[src/rtl/uart_rcv_fifo_if.sv]
// Host-side read bus of the UART receiver: FIFO head, status flags and pop/clear strobes.
// The receiver uses the slave modport; the host logic uses the master modport.
`timescale 1ns/1ps

interface uart_rcv_fifo_if #(
    parameter int unsigned FIFO_DEPTH_BITS = 4
) ();
    logic                     rd;
    logic                     ovr_clr;
    logic [7:0]               data;
    logic                     parity_valid;
    logic                     frame_err;
    logic                     empty;
    logic                     full;
    logic [FIFO_DEPTH_BITS:0] count;
    logic                     overrun;
    logic                     break_det;

    modport master (
        output rd, ovr_clr,
        input  data, parity_valid, frame_err, empty, full, count, overrun, break_det
    );

    modport slave (
        input  rd, ovr_clr,
        output data, parity_valid, frame_err, empty, full, count, overrun, break_det
    );
endinterface

[src/rtl/uart_rcv_fifo.sv]
// Oversampling majority-vote UART receiver with runtime frame format, framing-error
// detection and a first-word-fall-through receive FIFO with sticky overrun.
// Optional feature macro: UART_RCV_FIFO_BREAK_DET_EN (line-break detection).
`timescale 1ns/1ps

module uart_rcv_fifo #(
    parameter int unsigned SAMPLE_WIDTH_BITS = 4,
    parameter int unsigned SAMPLE_BITS       = 5,
    parameter int unsigned FIFO_DEPTH_BITS   = 4
) (
    input  logic                         clk,
    input  logic                         Rst,
    input  logic [SAMPLE_WIDTH_BITS-1:0] sample_width,
    input  logic                         en_parity,
    input  logic                         odd_parity,
    input  logic [1:0]                   data_bits,
    input  logic                         two_stop,
    input  logic                         RXD,
    uart_rcv_fifo_if.slave               host
);

    localparam int unsigned SIDX_W = (SAMPLE_BITS > 1) ? $clog2(SAMPLE_BITS) : 1;
    localparam int unsigned VOTE_W = $clog2(SAMPLE_BITS + 1);
    localparam int unsigned DEPTH  = 1 << FIFO_DEPTH_BITS;
    localparam int unsigned CNT_W  = FIFO_DEPTH_BITS + 1;
    localparam int unsigned WORD_W = 10;

    typedef enum logic [2:0] {IDLE, START, DATA, PARITY, STOP1, STOP2} state_t;

    state_t                       state;
    logic                         rxd_meta, rxd_sync, rxd_prev;
    logic [1:0]                   sync_vld;
    logic [SAMPLE_WIDTH_BITS-1:0] samp_cnt;
    logic [SIDX_W-1:0]            samp_idx;
    logic [VOTE_W-1:0]            ones;
    logic [2:0]                   bit_idx;
    logic [7:0]                   shift;
    logic                         par_ok, ferr;
    logic                         en_par_l, odd_l, two_stop_l;
    logic [1:0]                   dbits_l;
    logic                         wait_high;
`ifdef UART_RCV_FIFO_BREAK_DET_EN
    logic                         par_bit, brk, break_q;
`endif

    logic                         tick_c, last_c, maj_c, fall_c, finish_c;
    logic                         ferr_fin_c, brk_fin_c, push_c;
    logic [VOTE_W-1:0]            ones_nxt_c;
    logic [2:0]                   last_idx_c;
    logic [WORD_W-1:0]            word_c;

    logic [WORD_W-1:0]            mem [DEPTH];
    logic [FIFO_DEPTH_BITS-1:0]   wr_ptr, rd_ptr, rd_ptr_nxt_c;
    logic [CNT_W-1:0]             count_q, count_nxt_c;
    logic                         pop_c, full_now_c, acc_c, drop_c;
    logic [WORD_W-1:0]            head_c;
    logic [7:0]                   data_q;
    logic                         pv_q, fe_q, empty_q, full_q, overrun_q;

    // Two-flop synchroniser; sync_vld marks when rxd_sync reflects the real line after reset
    always_ff @(posedge clk) begin
        if (Rst) begin
            rxd_meta <= 1'b1;
            rxd_sync <= 1'b1;
            rxd_prev <= 1'b1;
            sync_vld <= 2'b00;
        end else begin
            rxd_meta <= RXD;
            rxd_sync <= rxd_meta;
            rxd_prev <= rxd_sync;
            sync_vld <= {sync_vld[0], 1'b1};
        end
    end

    // Sample timing, majority vote and end-of-frame decode
    always_comb begin
        tick_c     = (samp_cnt == sample_width);
        last_c     = tick_c && (samp_idx == SIDX_W'(SAMPLE_BITS - 1));
        ones_nxt_c = ones + VOTE_W'(rxd_sync);
        maj_c      = (ones_nxt_c > VOTE_W'(SAMPLE_BITS / 2));
        fall_c     = rxd_prev & ~rxd_sync;
        last_idx_c = (dbits_l == 2'd0) ? 3'd7 : (3'd3 + {1'b0, dbits_l});
        finish_c   = last_c && (((state == STOP1) && !two_stop_l) || (state == STOP2));
        ferr_fin_c = (state == STOP1) ? ~maj_c : (ferr | ~maj_c);
`ifdef UART_RCV_FIFO_BREAK_DET_EN
        brk_fin_c  = (state == STOP1) ? ((shift == 8'h00) && !par_bit && !maj_c) : brk;
`else
        brk_fin_c  = 1'b0;
`endif
        push_c     = finish_c && !brk_fin_c;
        word_c     = {ferr_fin_c, par_ok, shift};
    end

    // Receive FSM with sample/vote counters and per-frame format latches
    always_ff @(posedge clk) begin
        if (Rst) begin
            state      <= IDLE;
            samp_cnt   <= '0;
            samp_idx   <= '0;
            ones       <= '0;
            bit_idx    <= '0;
            shift      <= '0;
            par_ok     <= 1'b0;
            ferr       <= 1'b0;
            en_par_l   <= 1'b0;
            odd_l      <= 1'b0;
            two_stop_l <= 1'b0;
            dbits_l    <= 2'd0;
            wait_high  <= 1'b1;
`ifdef UART_RCV_FIFO_BREAK_DET_EN
            par_bit    <= 1'b0;
            brk        <= 1'b0;
            break_q    <= 1'b0;
`endif
        end else begin
            samp_cnt <= tick_c ? '0 : samp_cnt + SAMPLE_WIDTH_BITS'(1);
            if (tick_c) begin
                if (last_c) begin
                    samp_idx <= '0;
                    ones     <= '0;
                end else begin
                    samp_idx <= samp_idx + SIDX_W'(1);
                    ones     <= ones_nxt_c;
                end
            end
`ifdef UART_RCV_FIFO_BREAK_DET_EN
            break_q <= finish_c && brk_fin_c;
`endif
            case (state)
                IDLE: begin
                    // A start needs a genuine high-to-low transition seen after reset or a break
                    if (wait_high) begin
                        if (sync_vld[1] && rxd_sync) wait_high <= 1'b0;
                    end else if (fall_c) begin
                        samp_cnt   <= '0;
                        samp_idx   <= '0;
                        ones       <= '0;
                        bit_idx    <= '0;
                        shift      <= '0;
                        par_ok     <= 1'b1;
                        ferr       <= 1'b0;
                        en_par_l   <= en_parity;
                        odd_l      <= odd_parity;
                        two_stop_l <= two_stop;
                        dbits_l    <= data_bits;
`ifdef UART_RCV_FIFO_BREAK_DET_EN
                        par_bit    <= 1'b0;
                        brk        <= 1'b0;
`endif
                        state      <= START;
                    end
                end
                START: begin
                    if (last_c) state <= maj_c ? IDLE : DATA;
                end
                DATA: begin
                    if (last_c) begin
                        shift[bit_idx] <= maj_c;
                        if (bit_idx == last_idx_c) state <= en_par_l ? PARITY : STOP1;
                        else                       bit_idx <= bit_idx + 3'd1;
                    end
                end
                PARITY: begin
                    if (last_c) begin
                        par_ok <= (((^shift) ^ maj_c) == odd_l);
`ifdef UART_RCV_FIFO_BREAK_DET_EN
                        par_bit <= maj_c;
`endif
                        state  <= STOP1;
                    end
                end
                STOP1: begin
                    if (last_c) begin
                        ferr <= ~maj_c;
`ifdef UART_RCV_FIFO_BREAK_DET_EN
                        brk  <= brk_fin_c;
`endif
                        state <= two_stop_l ? STOP2 : IDLE;
                    end
                end
                STOP2: begin
                    if (last_c) state <= IDLE;
                end
                default: state <= IDLE;
            endcase
`ifdef UART_RCV_FIFO_BREAK_DET_EN
            if (finish_c && brk_fin_c) wait_high <= 1'b1;
`endif
        end
    end

    // FIFO bookkeeping: push accepted when not full or when a pop frees a slot the same cycle
    always_comb begin
        pop_c        = host.rd && (count_q != '0);
        full_now_c   = (count_q == CNT_W'(DEPTH));
        acc_c        = push_c && (!full_now_c || pop_c);
        drop_c       = push_c && full_now_c && !pop_c;
        rd_ptr_nxt_c = pop_c ? rd_ptr + FIFO_DEPTH_BITS'(1) : rd_ptr;
        count_nxt_c  = count_q + CNT_W'(acc_c) - CNT_W'(pop_c);
        if (count_nxt_c == '0)
            head_c = '0;
        else if (acc_c && (rd_ptr_nxt_c == wr_ptr))
            head_c = word_c;
        else
            head_c = mem[rd_ptr_nxt_c];
    end

    // Word storage
    always_ff @(posedge clk) begin
        if (acc_c) mem[wr_ptr] <= word_c;
    end

    // Pointers, count, registered head-of-FIFO outputs and sticky overrun
    always_ff @(posedge clk) begin
        if (Rst) begin
            wr_ptr    <= '0;
            rd_ptr    <= '0;
            count_q   <= '0;
            data_q    <= 8'h00;
            pv_q      <= 1'b0;
            fe_q      <= 1'b0;
            empty_q   <= 1'b1;
            full_q    <= 1'b0;
            overrun_q <= 1'b0;
        end else begin
            if (acc_c) wr_ptr <= wr_ptr + FIFO_DEPTH_BITS'(1);
            rd_ptr  <= rd_ptr_nxt_c;
            count_q <= count_nxt_c;
            empty_q <= (count_nxt_c == '0);
            full_q  <= (count_nxt_c == CNT_W'(DEPTH));
            {fe_q, pv_q, data_q} <= head_c;
            if (drop_c)            overrun_q <= 1'b1;
            else if (host.ovr_clr) overrun_q <= 1'b0;
        end
    end

    assign host.data         = data_q;
    assign host.parity_valid = pv_q;
    assign host.frame_err    = fe_q;
    assign host.empty        = empty_q;
    assign host.full         = full_q;
    assign host.count        = count_q;
    assign host.overrun      = overrun_q;
`ifdef UART_RCV_FIFO_BREAK_DET_EN
    assign host.break_det    = break_q;
`else
    assign host.break_det    = 1'b0;
`endif

endmodule

[src/flat_wrapper.sv]
// flat-port wrapper written by rule: the top's interface ports become plain ports
module uart_rcv_fifo_flat 
#(
    parameter int unsigned SAMPLE_WIDTH_BITS = 4,
    parameter int unsigned SAMPLE_BITS       = 5,
    parameter int unsigned FIFO_DEPTH_BITS   = 4
)
  (clk, Rst, sample_width, en_parity, odd_parity, data_bits, two_stop, RXD, host_rd, host_ovr_clr, host_data, host_parity_valid, host_frame_err, host_empty, host_full, host_count, host_overrun, host_break_det);
  uart_rcv_fifo_if #(.FIFO_DEPTH_BITS(FIFO_DEPTH_BITS)) host_i ();
  input  logic clk;
  input  logic Rst;
  input  logic [SAMPLE_WIDTH_BITS-1:0] sample_width;
  input  logic en_parity;
  input  logic odd_parity;
  input  logic [1:0] data_bits;
  input  logic two_stop;
  input  logic RXD;
  input wire logic [$bits(host_i.rd)-1:0] host_rd;
  input wire logic [$bits(host_i.ovr_clr)-1:0] host_ovr_clr;
  output wire logic [$bits(host_i.data)-1:0] host_data;
  output wire logic [$bits(host_i.parity_valid)-1:0] host_parity_valid;
  output wire logic [$bits(host_i.frame_err)-1:0] host_frame_err;
  output wire logic [$bits(host_i.empty)-1:0] host_empty;
  output wire logic [$bits(host_i.full)-1:0] host_full;
  output wire logic [$bits(host_i.count)-1:0] host_count;
  output wire logic [$bits(host_i.overrun)-1:0] host_overrun;
  output wire logic [$bits(host_i.break_det)-1:0] host_break_det;
  assign host_i.rd = host_rd;
  assign host_i.ovr_clr = host_ovr_clr;
  assign host_data = host_i.data;
  assign host_parity_valid = host_i.parity_valid;
  assign host_frame_err = host_i.frame_err;
  assign host_empty = host_i.empty;
  assign host_full = host_i.full;
  assign host_count = host_i.count;
  assign host_overrun = host_i.overrun;
  assign host_break_det = host_i.break_det;
  uart_rcv_fifo #(.SAMPLE_WIDTH_BITS(SAMPLE_WIDTH_BITS), .SAMPLE_BITS(SAMPLE_BITS), .FIFO_DEPTH_BITS(FIFO_DEPTH_BITS)) u_core (.clk(clk), .Rst(Rst), .sample_width(sample_width), .en_parity(en_parity), .odd_parity(odd_parity), .data_bits(data_bits), .two_stop(two_stop), .RXD(RXD), .host(host_i));
endmodule
[config.mk]
export PLATFORM = sky130hd
export DESIGN_NAME = uart_rcv_fifo_flat
export DESIGN_NICKNAME = d
export VERILOG_FILES = /design/src/rtl/uart_rcv_fifo_if.sv /design/src/rtl/uart_rcv_fifo.sv /design/src/flat_wrapper.sv
export SDC_FILE = /design/constraint.sdc
export NUM_CORES = 1
export LEC_CHECK = 0
export ABC_CLOCK_PERIOD_IN_PS = 4700
export CORE_ASPECT_RATIO = 0.75
export CORE_MARGIN = 4
export CORE_UTILIZATION = 30
export CTS_BUF_LIST = sky130_fd_sc_hd__clkbuf_4 sky130_fd_sc_hd__clkbuf_8
export DETAILED_ROUTE_END_ITERATION = 7
export SETUP_SLACK_MARGIN = 0.2
export SKIP_CTS_REPAIR_TIMING = 1
export SYNTH_ARGS = -nofsm -noshare
export SYNTH_HDL_FRONTEND = slang
export SYNTH_SLANG_ARGS = --single-unit
[constraint.sdc]
create_clock -name clk -period 4.7 [get_ports clk]
set_clock_uncertainty 0.1 [all_clocks]
set_input_delay 0.47 -clock clk [delete_from_list [all_inputs] [get_ports clk]]
set_output_delay 0.47 -clock clk [all_outputs]
set_load 0.005 [all_outputs]
After elaboration in Yosys (flattened, before gate mapping) --
Memory sizes are Yosys's and may differ from the RTL's. A register that Yosys moved wholly into a read port is not among the register bits. Index checks and enable logic that the tools add are counted.
Word-level totals: memories 1, register bits 53, logic and storage cells 149, input port bits 14, bits in writable memories 160
Cells by class: equal/unequal tests 20, bitwise gates (word level) 6, magnitude comparators 3, multiplexer cells 56, reduce and logical (&&, ||, !) cells 30, add/subtract/negate cells 9
Memory list:
- u_core.mem | depth 16, bits a word 10, rd ports 1, clocked after memory_dff 1, write ports 1, RTL line uart_rcv_fifo.sv:52 | logic [WORD_W-1:0] mem [DEPTH];
Operator list (number):
- $mux 3 | 25
- $mux 8 | 3
- $mux 4 | 5
- $pmux 3 s6 | 1
- $pmux 8 s2 | 1
- $mux 1 | 15
- $ne 2x1->1 const B | 7
- $add 4x1->4 const B | 3
- $reduce_and 4->1 | 3
- $eq 5x5->1 const B | 2
- $eq 3x3->1 const B | 3
- $logic_and 1x1->1 | 9
- $bwmux 8 | 1
- $reduce_and 8->1 | 1
- $reduce_bool 2->1 | 4
- $reduce_xor 8->1 | 1
- $add 3x1->3 const B | 2
- $eq 3x2->1 const B | 2
- $pmux 3 s2 | 1
- $add 5x1->5 | 1
- $logic_not 5->1 | 1
- $reduce_and 5->1 | 1
- $reduce_bool 5->1 | 1
- $sub 5x1->5 | 1
- other kinds (23) | 30

Depth between registers and ports, before layout --
word-level depth 9, depth in mapped cells 18, depth with buffers taken out 16

Worst setup path before layout --
OpenSTA, ideal clock, no wires.
path kind register to register, start reg u_core.count_q[3] (netlist: u_core.host.count[3]), end reg u_core.pv_q (netlist: u_core.host.parity_valid), clock period less this slack 3.566 ns, arrival time 3.387 ns, slack 1.134 ns, cell stages (with the launch flop) 19, cells stage by stage dfxtp_1 > inv_1 > ha_1 > or4b_1 > buf_6 > nand2_8 > inv_4 > buf_1 > ha_1 > inv_1 > ha_1 > inv_1 > fa_1 > nand2b_1 > a21oi_1 > o21ai_0 > a41oi_1 > inv_1 > a211oi_2
On the way: longest elaborated chain between the ends 8, elaborated cells between the ends (all ways) 11, those cells by class add/sub (2); eq/ne (1); mux (1); reduce/logical (7)
Ends and longest elaborated chain:
- from (decl) | RTL line uart_rcv_fifo.sv:54 | logic [CNT_W-1:0] count_q, count_nxt_c;
- from (signal assigned) | RTL line uart_rcv_fifo.sv:228 | count_q <= count_nxt_c;
- $eq 5x5->1 / $reduce_bool 5->1 (equally long branches) | RTL line uart_rcv_fifo.sv:195, uart_rcv_fifo.sv:194
- $logic_not 1->1 / $logic_and 1x1->1 (equally long branches) | RTL line uart_rcv_fifo.sv:196, uart_rcv_fifo.sv:194
- $logic_or 1x1->1 | RTL line uart_rcv_fifo.sv:196 | acc_c = push_c && (!full_now_c || pop_c);
- $logic_and 1x1->1 | RTL line uart_rcv_fifo.sv:196
- $add 5x1->5 | RTL line uart_rcv_fifo.sv:199 | count_nxt_c = count_q + CNT_W'(acc_c) - CNT_W'(pop_c);
- $sub 5x1->5 | RTL line uart_rcv_fifo.sv:199
- $logic_not 5->1 | RTL line uart_rcv_fifo.sv:200 | if (count_nxt_c == '0)
- $reduce_or 2->1 (no source line)
- to (signal assigned) | RTL line uart_rcv_fifo.sv:220 | pv_q <= 1'b0;
- to (signal assigned) | RTL line uart_rcv_fifo.sv:231 | {fe_q, pv_q, data_q} <= head_c;
- to (decl) | RTL line uart_rcv_fifo.sv:58 | logic pv_q, fe_q, empty_q, full_q, overrun_q;
Parallel ways exist; a longest one is shown, timed or not. A chain may end at the register's enable or synchronous reset.

Worst setup path after layout --
start reg u_core.count_q[3] (netlist: u_core.host.count[3]), end reg u_core.data_q[0] (netlist: u_core.host.data[0])
On the way: longest elaborated chain between the ends 8, elaborated cells between the ends (all ways) 11, those cells by class add/sub (2); eq/ne (1); mux (1); reduce/logical (7)
Ends and longest elaborated chain:
- $eq 5x5->1 / $reduce_bool 5->1 (equally long branches) | RTL line uart_rcv_fifo.sv:195, uart_rcv_fifo.sv:194
- $logic_not 1->1 / $logic_and 1x1->1 (equally long branches) | RTL line uart_rcv_fifo.sv:196, uart_rcv_fifo.sv:194
- $logic_or 1x1->1 | RTL line uart_rcv_fifo.sv:196
- $logic_and 1x1->1 | RTL line uart_rcv_fifo.sv:196
- $add 5x1->5 | RTL line uart_rcv_fifo.sv:199
- $sub 5x1->5 | RTL line uart_rcv_fifo.sv:199
- $logic_not 5->1 | RTL line uart_rcv_fifo.sv:200
- $reduce_or 2->1 (no source line)
- to (signal assigned) | RTL line uart_rcv_fifo.sv:219 | data_q <= 8'h00;
- to (signal assigned) | RTL line uart_rcv_fifo.sv:231
- to (decl) | RTL line uart_rcv_fifo.sv:57 | logic [7:0] data_q;
Parallel ways exist; a longest one is shown, timed or not.

==> run_results.csv <==
group,metric,value,unit
outcome,status,"finished, final reports clean",
logic_synthesis,synth_nets,839,
hold_path,hold_start,"u_core.rxd_meta$_SDFF_PP1_",
cts,cts.clk_slew.worst_paths,0.07,ns
placement,dpl_cell_area,11600,sq um
power_and_ir_drop,ir_worst_vdd,270,uV
sta,report.final.slew_viol_count,0,
logic_synthesis,synth.area.top_cells,"edfxtp_1 (45%), mux4_2 (12%), dfxtp_1 (12%)",
sta,grt_setup_unrepaired,"no",
placement,dp_hpwl,17100,um
global_route,grt_pass1_vias,6730,
sta,slew_headroom,36.1,%
drt,wl_met3,2020,um
logic_synthesis,yosys_warnings,0,
logic_synthesis,avgSynthCellArea,13.3,sq um
drt,viasPerCell,5.23,
power_and_ir_drop,fin_total_pwr,5500,uW
cts,worstSkewPairLatency,0.54,ns
drt,dr.pass1.iters,5,
cts,root_buffer,"clkbuf_8",
global_route,grt_overflow_total,0,
floorplan,coreArea,35000,sq um
floorplan,start_util,30.7,%
logic_synthesis,synthArstFlopShare,0,%
hold_path,whs_path_depth,1,
power_and_ir_drop,p_seq_share,40.9,%
finish,fin_util,35.3,%
drt,wirelength,26300,um
global_route,antenna_found_initial,2,
floorplan,rows,59,
setup_path,startpoint_type,"flip-flop",
placement,portBuffers,31,
setup_path,r2r_cells,17,
cts,cts_tree,"built",
power_and_ir_drop,cellPowerDensity,445,nW/um^2
power_and_ir_drop,leakage,0.00420,uW
logic_synthesis,synth-main-ff-cell,"edfxtp_1",
drt,ant_nets,0,
power_and_ir_drop,combPwrFrac,27.6,%
setup_path,worstReg2RegStart,"u_core.host.count[3]$_SDFF_PP0_",
logic_synthesis,synth.top_cell.area_share,44.7,%
run,max_cap_viol_count,0,
drt,wl_met1,12300,um
sta,worstMarginPinSlew,0.957,ns
finish,fillers,3416,
logic_synthesis,synth_cell_types,71,
setup_path,endpoint_kind,"flip-flop",
power_and_ir_drop,p_sw,1740,uW
placement,gp_congestion,0.811,
cts,cts_sinks,223,
drt,wl_met2,11600,um
setup_path,cp.required,5.05,ns
hold_path,hold_class,"flip-flop to flip-flop",
floorplan,die_y,172,um
logic_synthesis,yosysSeqAreaShare,56.5,%
cts,htreeDepth,2,
logic_synthesis,synth_edf_count,160,
sta,setup_viol,0,
sta,hold_viol_final,0,
sta,finalSetupTns,0,ns
logic_synthesis,syn_area,10700,sq um
power_and_ir_drop,intPower,3760,uW
global_route,grt_usage,13.5,%
logic_synthesis,synth_common_cells,"edfxtp_1 (160), nand2_1 (93), dfxtp_1 (63)",
finish,fin_nets,889,
finish,post_route_cells_drive_above_1_share,19.8,%
cts,numCtsBuffers,37,
sta,post-route-min-period,3.81,ns
setup_path,crit_start,"u_core.host.count[3]$_SDFF_PP0_",
setup_path,cp.arrival,4.16,ns
logic_synthesis,yosysMostFrequentCell,"edfxtp_1",
sta,clock.fmax,262,MHz
floorplan,fp.dieW,226,um
drt,drtIter0Drc,627,
power_and_ir_drop,clkPwrFrac,31.5,%
cts,clockBufferDepth,3,
global_route,grt_max_degree,50,
setup_path,crit_fanout,9,
drt,drc,0,
finish,synthToLayoutAreaGrowth,15.1,%
logic_synthesis,synth_area_leader_cell,"edfxtp_1",
logic_synthesis,ys_seq_elements,223,
setup_path,crit_type,"flip-flop to flip-flop",
floorplan,die_area,38900,sq um
power_and_ir_drop,switching_share,31.7,%
floorplan,ios,33,
global_route,grt_pass1_wl,40400,um
drt,vias,7013,
sta,period_share,81.2,%
drt,highest_layer,"met5",
drt,wire_per_inst,19.6,um
logic_synthesis,netlist_instances,806,
finish,fin_area,12400,sq um
==> cell usage in the layout, fill, tap and decap left out, drive strengths merged, types with 3 or more instances in the layout <==
cell type / count
mux4: 58
a221oi: 10
a2111oi: 9
xnor2: 19
inv: 23
a211o: 4
o21ai: 21
a222oi: 8
nand4: 5
and2: 6
ha: 18
buf: 28
nor2b: 7
or3: 4
xor2: 12
mux2i: 26
nand3b: 3
nor4b: 3
dfxtp: 63
a21oi: 59
clkbuf: 48
a22oi: 8
clkinv: 13
o32ai: 3
clkinvlp: 3
nor3: 15
nand2b: 6
clkdlybuf4s50: 31
edfxtp: 160
or2: 3
nand3: 11
nand2: 94
a32oi: 11
nor2: 43
mux2: 13
==> cell families (layout without fill, tap and decap cells) <==
group	after synthesis	in the layout	synth area share, %
multiplexers	97	97	15.9
flip-flops	223	223	56.5
XOR/XNOR	32	32	2.74
AO/OA/AOI/OAI	149	149	9.86
buffers and inverters	71	148	2.90
other	1	2	0.0349
AND/OR/NAND/NOR	214	214	9.76
adder cells (fa/ha/maj)	19	19	2.28
==> power groups by stage <==
stage               clock [uW]  sequential (uW)  combinational [uW]
floorplan                    0             2240                1110
global placement             0             2290                1500
detailed placement           0             2300                1520
CTS                       1770             2250                1520
global route              1880             2260                1640
finish                    1730             2250                1520
==> flip-flops by register name, indices dropped and copies added, names as in the netlist, 2 cells and up <==
signal / flops
u_core.host.count: 5
u_core.rd_ptr: 4
u_core.sync_vld: 2
u_core.wr_ptr: 4
u_core.ones: 3
u_core.dbits_l: 2
u_core.state: 3
u_core.samp_idx: 3
u_core.bit_idx: 3
u_core.host.data: 8
u_core.mem: 160
u_core.samp_cnt: 4
u_core.shift: 8
==> critical path: stages (launching register included) <==
cell	delay, ns
dfxtp_1	0.33
inv_1	0.09
ha_1	0.19
or4b_1	0.67
nand2_8	0.16
inv_4	0.03
ha_1	0.26
inv_1	0.06
ha_1	0.16
inv_1	0.06
fa_1	0.39
nand2b_1	0.16
a21oi_1	0.19
o21ai_0	0.12
a41oi_1	0.24
buf_4	0.24
o21ai_0	0.11
a21oi_1	0.16
==> area by class of cell <==
class / count / area [sq um] / area share (%)
Tap cell: 457 / 572 / 4.63
Clock inverter: 18 / 136 / 1.10
Clock buffer: 48 / 604 / 4.89
Inverter: 23 / 88.8 / 0.719
Antenna cell: 1 / 2.50 / 0.0202
Timing Repair Buffer: 59 / 520 / 4.21
Multi-Input combinational cell: 512 / 4360 / 35.3
Sequential cell: 223 / 6070 / 49.1
==> layer usage <==
metal  global-route usage [%]  up-vias
met5                        0        -
met4                     3.44        2
met3                     3.34       38
met2                     20.4      248
met1                     19.5     3501
li1                         -     3224
==> through the flow <==
| stage | hold WS, ns | setup WS (ns) | cells |
|---|---|---|---|
| 3_3_place_gp | 0.301 | 0.776 | 1274 |
| 6_report | 0.308 | 0.885 | 1341 |
| 5_1_grt | 0.321 | 0.668 | 1340 |
| 3_5_place_dp | 0.296 | 0.656 | 1274 |
| 2_1_floorplan | 0.289 | 1.13 | 806 |
| 4_1_cts | 0.309 | 0.921 | 1340 |
==> path summary, 6_finish.rpt <==
path	slack [ns]	to
worst max-delay path	0.89	u_core.host.data[0]$_SDFF_PP0_
worst min-delay path	0.31	u_core.rxd_sync$_SDFF_PP1_
worst max register to register	0.89	u_core.host.data[0]$_SDFF_PP0_
worst min register to register	0.31	u_core.rxd_sync$_SDFF_PP1_
Power figures use the tool's default switching activity.
